### src/rtl/riscv_pkg.sv
// Shared fetch-stage definitions: FSM state encoding, the NOP word,
// instruction field bit ranges and the PC increment.
package riscv_pkg;

    typedef enum logic [1:0] {
        IDLE = 2'd0,
        REQ  = 2'd1,
        WAIT = 2'd2,
        HOLD = 2'd3
    } fetch_state_e;

    localparam logic [31:0] NOP_INSTR = 32'h0000_0013;
    localparam logic [31:0] PC_INC    = 32'd4;

    localparam int RS1_MSB = 19;
    localparam int RS1_LSB = 15;
    localparam int RS2_MSB = 24;
    localparam int RS2_LSB = 20;
    localparam int RD_MSB  = 11;
    localparam int RD_LSB  = 7;
    localparam int OPC_MSB = 6;
    localparam int OPC_LSB = 0;

endpackage

### src/rtl/instr_fetch_unit_if.sv
// Instruction-memory request/response bundle between the fetch unit (master)
// and instruction memory (slave).
interface instr_fetch_unit_if;
    // Handshake: a request transfers on any cycle where req and ready are both
    // high; addr is held stable while req is high and ready is low. rvalid marks
    // one response word in rdata and has no back-pressure.
    logic        req;
    logic [31:0] addr;
    logic        ready;
    logic        rvalid;
    logic [31:0] rdata;

    modport master (output req, output addr, input ready, input rvalid, input rdata);
    modport slave  (input req, input addr, output ready, output rvalid, output rdata);
endinterface

### src/rtl/fetch_perf_counter.sv
// Fetch performance counters: instructions handed to decode and memory stall
// cycles. Only built when FETCH_PERF_CNT_EN is defined.
module fetch_perf_counter (
    input  logic        clk,
    input  logic        reset,
    input  logic        fetched_inc,
    input  logic        stall_inc,
    output logic [31:0] perf_fetched,
    output logic [31:0] perf_stall
);

    always_ff @(posedge clk) begin
        if (reset) begin
            perf_fetched <= '0;
            perf_stall   <= '0;
        end else begin
            if (fetched_inc) perf_fetched <= perf_fetched + 32'd1;
            if (stall_inc)   perf_stall   <= perf_stall + 32'd1;
        end
    end

endmodule

### src/rtl/instr_fetch_unit.sv
// Fetch stage: PC, single-outstanding imem request FSM, instruction holding
// register and decoded register indices. FETCH_PERF_CNT_EN adds perf counters.
module instr_fetch_unit #(
    parameter logic [31:0] RESET_PC  = 32'h0000_0000,
    parameter logic [31:0] NOP_INSTR = riscv_pkg::NOP_INSTR
) (
    input  logic                     clk,
    input  logic                     reset,
    instr_fetch_unit_if.master       imem,
    input  logic                     redirect_valid,
    input  logic [31:0]              redirect_pc,
    input  logic                     dec_ready,
    output logic                     instr_valid,
    output logic [31:0]              instr,
    output logic [31:0]              pc_out,
    output logic [4:0]               rs1,
    output logic [4:0]               rs2,
    output logic [4:0]               rd,
    output logic [6:0]               opcode,
`ifdef FETCH_PERF_CNT_EN
    output logic [31:0]              perf_fetched,
    output logic [31:0]              perf_stall,
`endif
    output riscv_pkg::fetch_state_e  fetch_state
);
    import riscv_pkg::*;

    fetch_state_e state, state_n;
    logic [31:0]  pc, pc_n;
    logic [31:0]  instr_q, instr_n;
    logic [31:0]  pc_out_q, pc_out_n;
    logic         valid_q, valid_n;
    logic         drop, drop_n;

    // Word alignment discards the low target bits.
    logic [1:0] unused_redirect_lsbs;
    assign unused_redirect_lsbs = redirect_pc[1:0];

    always_ff @(posedge clk) begin
        if (reset) begin
            state    <= IDLE;
            pc       <= RESET_PC;
            instr_q  <= NOP_INSTR;
            pc_out_q <= RESET_PC;
            valid_q  <= 1'b0;
            drop     <= 1'b0;
        end else begin
            state    <= state_n;
            pc       <= pc_n;
            instr_q  <= instr_n;
            pc_out_q <= pc_out_n;
            valid_q  <= valid_n;
            drop     <= drop_n;
        end
    end

    always_comb begin
        state_n  = state;
        pc_n     = pc;
        instr_n  = instr_q;
        pc_out_n = pc_out_q;
        valid_n  = valid_q;
        drop_n   = drop;
        if (redirect_valid) begin
            // A redirect beats every other event; an accepted-but-unanswered
            // request must still drain, so its response is marked for discard.
            pc_n    = {redirect_pc[31:2], 2'b00};
            valid_n = 1'b0;
            case (state)
                IDLE: state_n = IDLE;
                REQ: begin
                    if (imem.ready) begin
                        state_n = WAIT;
                        drop_n  = 1'b1;
                    end
                end
                WAIT: begin
                    if (imem.rvalid) begin
                        state_n = REQ;
                        drop_n  = 1'b0;
                    end else begin
                        drop_n  = 1'b1;
                    end
                end
                HOLD: state_n = REQ;
                default: state_n = IDLE;
            endcase
        end else begin
            case (state)
                IDLE: state_n = REQ;
                REQ: begin
                    if (imem.ready) state_n = WAIT;
                end
                WAIT: begin
                    if (imem.rvalid) begin
                        if (drop) begin
                            drop_n  = 1'b0;
                            state_n = REQ;
                        end else begin
                            instr_n  = imem.rdata;
                            pc_out_n = pc;
                            valid_n  = 1'b1;
                            state_n  = HOLD;
                        end
                    end
                end
                HOLD: begin
                    if (dec_ready) begin
                        pc_n    = pc + PC_INC;
                        valid_n = 1'b0;
                        state_n = REQ;
                    end
                end
                default: state_n = IDLE;
            endcase
        end
    end

    assign imem.req    = (state == REQ);
    assign imem.addr   = pc;
    assign fetch_state = state;

    // Invalid slots present a NOP with zeroed indices so the register file reads x0.
    assign instr_valid = valid_q;
    assign instr       = valid_q ? instr_q : NOP_INSTR;
    assign pc_out      = pc_out_q;
    assign rs1         = valid_q ? instr_q[RS1_MSB:RS1_LSB] : 5'd0;
    assign rs2         = valid_q ? instr_q[RS2_MSB:RS2_LSB] : 5'd0;
    assign rd          = valid_q ? instr_q[RD_MSB:RD_LSB]   : 5'd0;
    assign opcode      = instr[OPC_MSB:OPC_LSB];

`ifdef FETCH_PERF_CNT_EN
    fetch_perf_counter u_perf (
        .clk          (clk),
        .reset        (reset),
        .fetched_inc  ((state == HOLD) && dec_ready && !redirect_valid),
        .stall_inc    (((state == REQ) && !imem.ready) || ((state == WAIT) && !imem.rvalid)),
        .perf_fetched (perf_fetched),
        .perf_stall   (perf_stall)
    );
`endif

endmodule

### src/flat_wrapper.sv
// flat-port wrapper written by rule: the top's interface ports become plain ports
module instr_fetch_unit_flat import riscv_pkg::*;
#(
    parameter logic [31:0] RESET_PC  = 32'h0000_0000,
    parameter logic [31:0] NOP_INSTR = riscv_pkg::NOP_INSTR
)
  (clk, reset, redirect_valid, redirect_pc, dec_ready, instr_valid, instr, pc_out, rs1, rs2, rd, opcode, fetch_state, imem_req, imem_addr, imem_ready, imem_rvalid, imem_rdata);
  instr_fetch_unit_if imem_i ();
  input  logic clk;
  input  logic reset;
  input  logic redirect_valid;
  input  logic [31:0] redirect_pc;
  input  logic dec_ready;
  output logic instr_valid;
  output logic [31:0] instr;
  output logic [31:0] pc_out;
  output logic [4:0] rs1;
  output logic [4:0] rs2;
  output logic [4:0] rd;
  output logic [6:0] opcode;
  output riscv_pkg::fetch_state_e fetch_state;
  output wire logic [$bits(imem_i.req)-1:0] imem_req;
  output wire logic [$bits(imem_i.addr)-1:0] imem_addr;
  input wire logic [$bits(imem_i.ready)-1:0] imem_ready;
  input wire logic [$bits(imem_i.rvalid)-1:0] imem_rvalid;
  input wire logic [$bits(imem_i.rdata)-1:0] imem_rdata;
  assign imem_req = imem_i.req;
  assign imem_addr = imem_i.addr;
  assign imem_i.ready = imem_ready;
  assign imem_i.rvalid = imem_rvalid;
  assign imem_i.rdata = imem_rdata;
  instr_fetch_unit #(.RESET_PC(RESET_PC), .NOP_INSTR(NOP_INSTR)) u_core (.clk(clk), .reset(reset), .imem(imem_i), .redirect_valid(redirect_valid), .redirect_pc(redirect_pc), .dec_ready(dec_ready), .instr_valid(instr_valid), .instr(instr), .pc_out(pc_out), .rs1(rs1), .rs2(rs2), .rd(rd), .opcode(opcode), .fetch_state(fetch_state));
endmodule
### config.mk
export PLATFORM = sky130hd
export DESIGN_NAME = instr_fetch_unit_flat
export DESIGN_NICKNAME = d
export VERILOG_FILES = /design/src/rtl/riscv_pkg.sv /design/src/rtl/instr_fetch_unit_if.sv /design/src/rtl/fetch_perf_counter.sv /design/src/rtl/instr_fetch_unit.sv /design/src/flat_wrapper.sv
export SDC_FILE = /design/constraint.sdc
export NUM_CORES = 1
export LEC_CHECK = 0
export BUFFER_PORTS_ARGS = -buffer_cell sky130_fd_sc_hd__buf_2
export CAP_MARGIN = 0
export CORE_ASPECT_RATIO = 0.6
export CORE_UTILIZATION = 40
export CTS_BUF_LIST = sky130_fd_sc_hd__clkbuf_8
export DETAILED_ROUTE_END_ITERATION = 10
export PLACE_DENSITY = 0.78
export SLEW_MARGIN = 10
export SYNTH_ARGS = -nofsm -noshare
export SYNTH_HDL_FRONTEND = slang
export SYNTH_HIERARCHICAL = 1
export SYNTH_SLANG_ARGS = --single-unit
export TNS_END_PERCENT = 20
### constraint.sdc
create_clock -name clk -period 4.8 [get_ports clk]
set_input_delay 0.48 -clock clk [delete_from_list [all_inputs] [get_ports clk]]
set_output_delay 0.48 -clock clk [all_outputs]
set_load 0.005 [all_outputs]
After elaboration in Yosys (flattened, before gate mapping) --
Cells that the tools add are included.
Operators by class: bitwise logic cells 2, mux-type cells 25, equal/unequal tests 8, $add $sub $neg 1, reductions and logical operators 14
Operators with widths (number):
- 32-bit two-way mux | 4
- 32-bit by 3-bit adder with 32-bit output, second input constant | 1
- 2-bit case mux with 4 select lines | 2
- 5-bit two-way mux | 3
- 2-bit two-way mux | 6
- 4-bit AND reduction | 3
- 2-bit nonzero test | 6
- 1-bit two-way mux | 8
- 2-bit inequality test, second input constant | 3
- 2-bit AND reduction | 3
- 2-bit equality test, second input constant | 2
- 1-bit case mux with 2 select lines | 2
- 3-bit by 2-bit inequality test with 1-bit output, second input constant | 1
- 3-bit inequality test, second input constant | 1
- 2-bit by 1-bit equality test with 1-bit output, second input constant | 1
- 2-bit zero test | 1
- 1-bit NOT | 2
- 2-bit OR reduction | 1
Storage, ports and cells: register bits after elaboration 100, bits of input ports 70

Depth between registers and ports, before layout --
depth in word-level cells 4, mapped depth 8, gate-level depth less buffers 6

Least setup slack after synthesis --
OpenSTA, ideal clock, no wires.
path type register to register, start point register u_core.state[1], in the netlist u_core/fetch_state[1], end point register u_core.pc[21], in the netlist u_core/imem.addr[21], cell stages (with the launch flop) 8, arrival 2.062 ns, setup time 0.091 ns, path buffers 2, required time 4.709 ns, path slack 2.647 ns, cell sequence dfxtp_1 ha_1 buf_4 nand4_2 or4_4 buf_6 or4_1 a311oi_1
Between the ends: cells in the longest elaborated chain, start to end 3
Ends and longest elaborated chain:
- start, declared | RTL line instr_fetch_unit.sv:28 | fetch_state_e state, state_n;
- start signal, assigned | RTL line instr_fetch_unit.sv:48 | state <= state_n;
- 2-bit equality test | RTL line instr_fetch_unit.sv:89 | case (state)
- 2-bit nonzero test (no line)
- 2-bit AND reduction (no line)
- end signal, assigned | RTL line instr_fetch_unit.sv:49 | pc <= pc_n;
- end, declared | RTL line instr_fetch_unit.sv:29 | logic [31:0] pc, pc_n;
Every way passes these cells. A chain may end at the register's enable or synchronous reset.

Final worst setup path --
start point register u_core.pc[4], in the netlist u_core/imem.addr[4], end point register u_core.pc[16], in the netlist u_core/imem.addr[16]
Between the ends: cells in the longest elaborated chain, start to end 4
Ends and longest elaborated chain:
- 32-bit by 3-bit adder with 32-bit output | RTL line instr_fetch_unit.sv:109 | pc_n = pc + PC_INC;
- 32-bit two-way mux | RTL line instr_fetch_unit.sv:108 | if (dec_ready) begin
- 32-bit two-way mux | RTL line instr_fetch_unit.sv:89
- 32-bit two-way mux | RTL line instr_fetch_unit.sv:64 | if (redirect_valid) begin
Every way passes these cells. The select of a mux whose other input is x is not followed.

==> reports/summary.json <==
{
  "layout": {
    "layout.nets": 813,
    "synthToLayoutAreaGrowth_pct": 21.1,
    "drive_above_1_share_pct": 29.1
  },
  "place": {
    "dpl.hpwl_mm": 8.83,
    "port-buffer-count": 185,
    "gp_congestion": 0.808
  },
  "cts": {
    "cts_setup_buffers": 0,
    "cts_inserted_buffers": 9,
    "post_cts.resized_instances": 0,
    "ctsHtreeMaxLevel": 3,
    "clk_root_buffer_cell": "clkbuf_8",
    "clock_path_buffers": 2,
    "cts.sink_count": 96,
    "path_clk_slew_ns": 0.09,
    "cts_tree": "yes",
    "worst_skew_pair.late_latency_ns": 0.36,
    "count_of_hold_fix_buffers_inserted_at_cts": 0
  },
  "worst_setup_path": {
    "worst_setup_path_end_kind": "flip-flop",
    "last_element_of_the_critical_path": "u_core/imem.addr[16]",
    "critical_path.reg2reg.endpoint": "u_core/imem.addr[16]",
    "cp_data_arrival_time_ns": 2.91,
    "cpMaxStageDelayCell": "nor4_2",
    "crit_path_cell_trace": "nand4_1 -> nor4_2 -> a211oi_1 -> a2111oi_0",
    "startpoint_of_the_most_critical_setup_path": "u_core/imem.addr[4]",
    "timing.rr.start": "u_core/imem.addr[4]",
    "start_kind": "flip-flop",
    "max_stage_delay_ns": 1.14,
    "timing.reg2reg.setup_slack_ns": 2.13,
    "timing.critical_path.required_ns": 5.04,
    "ff2ff_path_depth": 4,
    "crit_fanout": 14,
    "worst-setup-path-type": "flip-flop to flip-flop"
  },
  "grt": {
    "global_route_overflow": 0,
    "track_usage_pct": 21.0,
    "groute.layer.met3.usage_pct": 7.04,
    "grt_max_degree": 96,
    "met2_grt_util_pct": 29.5,
    "grt_antenna_before_repair": 1,
    "grtUsageMet1_pct": 30.2,
    "via_count_of_the_first_global_routing_pass": 3920,
    "globalRoute.busiestLayer": "met1",
    "grt_pass1_wl_mm": 20.0
  },
  "power": {
    "portion_of_total_power_attributed_to_combinational_logic_pct": 8.5,
    "power.share.sequential_pct": 57.3,
    "internal-power_mw": 1.11,
    "swShare_pct": 25.6,
    "p_leak_nw": 2.39,
    "power_switching_mw": 0.381,
    "cellPowerDensity_mw_per_mm2": 264,
    "share_clk_of_total_power_pct": 34.1,
    "irDropWorstVdd_v": 0.000154
  },
  "sta": {
    "timing_worst_slew_pin_value_ns": 1.20,
    "finalSetupViolations": 0,
    "setup_tns_ns": 0,
    "unrepaired_setup_endpoints_after_global_routing": "no",
    "maxSlewViolCount": 0,
    "period_share_pct": 55.7,
    "finalClockSkew_ns": 0.00900,
    "max_freq_mhz": 374,
    "timing_hold_violations_final": 0,
    "slew-limit-headroom_pct": 19.6,
    "hold_ws_ns": 0.339,
    "layout_min_cycle_time_ns": 2.67
  },
  "worst_hold_path": {
    "hold_start": "imem_rdata[1]",
    "min_path_type": "input pin to flip-flop",
    "min_delay_path_depth": 3
  },
  "floorplan": {
    "io-pin-count": 192,
    "start_util_pct": 41.1,
    "die-area_mm2": 0.0121,
    "die_w_um": 141,
    "floorplan.rows": 30,
    "chipHeight_um": 85.6,
    "core_mm2": 0.0113
  },
  "yosys": {
    "netlist_instances": 606,
    "synth_area_leader_cell": "dfxtp_1",
    "ys_dominant_reg_cell": "dfxtp_1",
    "yosys_cell_types": 47,
    "yosys.area.top_type_share_pct": 41.2,
    "syn-mean-instance-area_um2": 7.69,
    "netlist_area_mm2": 0.00466,
    "seq_area_frac_synth_pct": 41.2,
    "synth-warning-count": 6,
    "synth_enable_flop_cells": 0,
    "proportion_of_register_bits_with_asynchronous_set_or_reset_after_synthesis_pct": 0,
    "cells_taking_the_most_area_after_synthesis": "dfxtp_1 41%, nand2_1 12%, a21oi_1 7.1%, buf_4 4.5%, and2_1 4.3%",
    "synth.ff_latch_count": 96
  },
  "drt": {
    "detailedRoute.firstPassIterationCount": 4,
    "routed_wire_length_per_instance_um": 14.0,
    "post_drt_via_cell_ratio": 5.03,
    "routed_wl_mm": 12.7,
    "vias": 4546,
    "drt_first_iter_violations": 274,
    "route.detailed.drc": 0,
    "route.antenna.remaining_nets": 0
  },
  "outcome": {
    "outcome": "finished, final reports clean"
  },
  "job": {
    "cap_violations": 0
  }
}
[worst min path at each step]
stage	to	slack [ns]
3_5_place_dp	u_core/instr_q[19]	0.44
4_1_cts	u_core/instr_q[4]	0.30
5_1_grt	u_core/instr_q[4]	0.31
3_3_place_gp	u_core/instr_q[25]	0.44
2_1_floorplan	u_core/instr_q[0]	0.43
6_report	u_core/instr_q[1]	0.34
[stage by stage]
step                      instance area (um^2)  power (mW)  setup WS (ns)  utilization, %  std cells
after floorplan                           4670       0.931           2.65               -        609
after global placement                    5450       0.996           2.19            48.0        887
after detailed placement                  5450       0.997           2.13            48.0        887
after CTS                                 5640        1.51           2.16            49.7        903
after global routing                      5640        1.57           1.83            49.7        903
final                                     5640        1.49           2.13            49.8        904
[cell usage in the layout, fill, tap and decap left out, drive strengths merged, types with 3 or more instances in the layout]
cell type	n
nand2	150
ha	5
nor2	30
inv	11
nor4	7
o31ai	4
and2	32
and4	9
nor2b	3
nor3	8
o221ai	3
a21oi	66
o21ai	7
a2111oi	4
a311oi	9
buf	188
or2	4
or3	6
or4	5
a31oi	3
nand3	13
nand4	17
dfxtp	96
clkbuf	12
xor2	3
conb	4
a211oi	13
xnor2	6
nand2b	6
[sequential cells by signal (all words and copies together), names as in the netlist]
name                cells
u_core/instr_q         32
u_core/imem.addr       30
u_core/pc_out          30
u_core/fetch_state      2
u_core/drop             1
u_core/instr_valid      1
[worst max-delay path, delay by kind of cell (launching register included)]
family / cells / cell delay, ns
compound gates: 2 / 0.54
flops: 1 / 0.46
simple gates: 2 / 1.55
[logic make-up after synthesis]
kind of cell,after synthesis,synth area share [%]
AO/OA/AOI/OAI,119,15.8
adder cells (fa/ha/maj),5,1.34
XOR/XNOR,9,1.69
AND/OR/NAND/NOR,294,30.4
multiplexers,2,0.456
other,1,0.0805
buffers and inverters,80,8.94
flip-flops,96,41.2
[power groups by stage]
stage	Clock, mW	Sequential (mW)	Combinational, mW
floorplan	0	0.858	0.0730
global placement	0	0.870	0.125
detailed placement	0	0.871	0.126
CTS	0.534	0.852	0.127
global route	0.568	0.857	0.141
finish	0.507	0.853	0.127
[synthesized netlist by cell type (2+ instances only)]
cell type / number
nand2_1: 150
dfxtp_1: 96
a21oi_1: 66
clkbuf_1: 34
and2_1: 32
nor2_1: 30
buf_4: 28
nand4_1: 15
a211oi_1: 13
nand3_1: 13
inv_1: 10
a311oi_1: 9
and4_1: 9
nor3_1: 8
o21ai_0: 7
nand2b_1: 6
nor4_1: 6
or3_1: 6
xnor2_1: 6
ha_1: 5
a2111oi_0: 4
buf_1: 4
o31ai_1: 4
or2_2: 4
or4_1: 4
a31oi_1: 3
buf_2: 3
nor2b_1: 3
o221ai_1: 3
xor2_1: 3
a2bb2oi_1: 2
and3_1: 2
nand4_2: 2
nor3b_1: 2
o211ai_1: 2
[area by class of cell]
class,instances,area [um^2]
diodes,1,2.50
clock buffers,12,165
clock inverters,4,26.3
fillers,1157,5700
inverters,10,37.5
multi-input cells,433,2340
flip-flops and latches,96,1920
well taps,160,200
repair buffers,188,951
[layer usage]
metal,up-vias,share of wire (%)
met5,-,0
met3,2,8.3
li1,2313,-
met1,2081,50
met2,150,41
met4,0,0.17
Power figures use the tool's default switching activity.
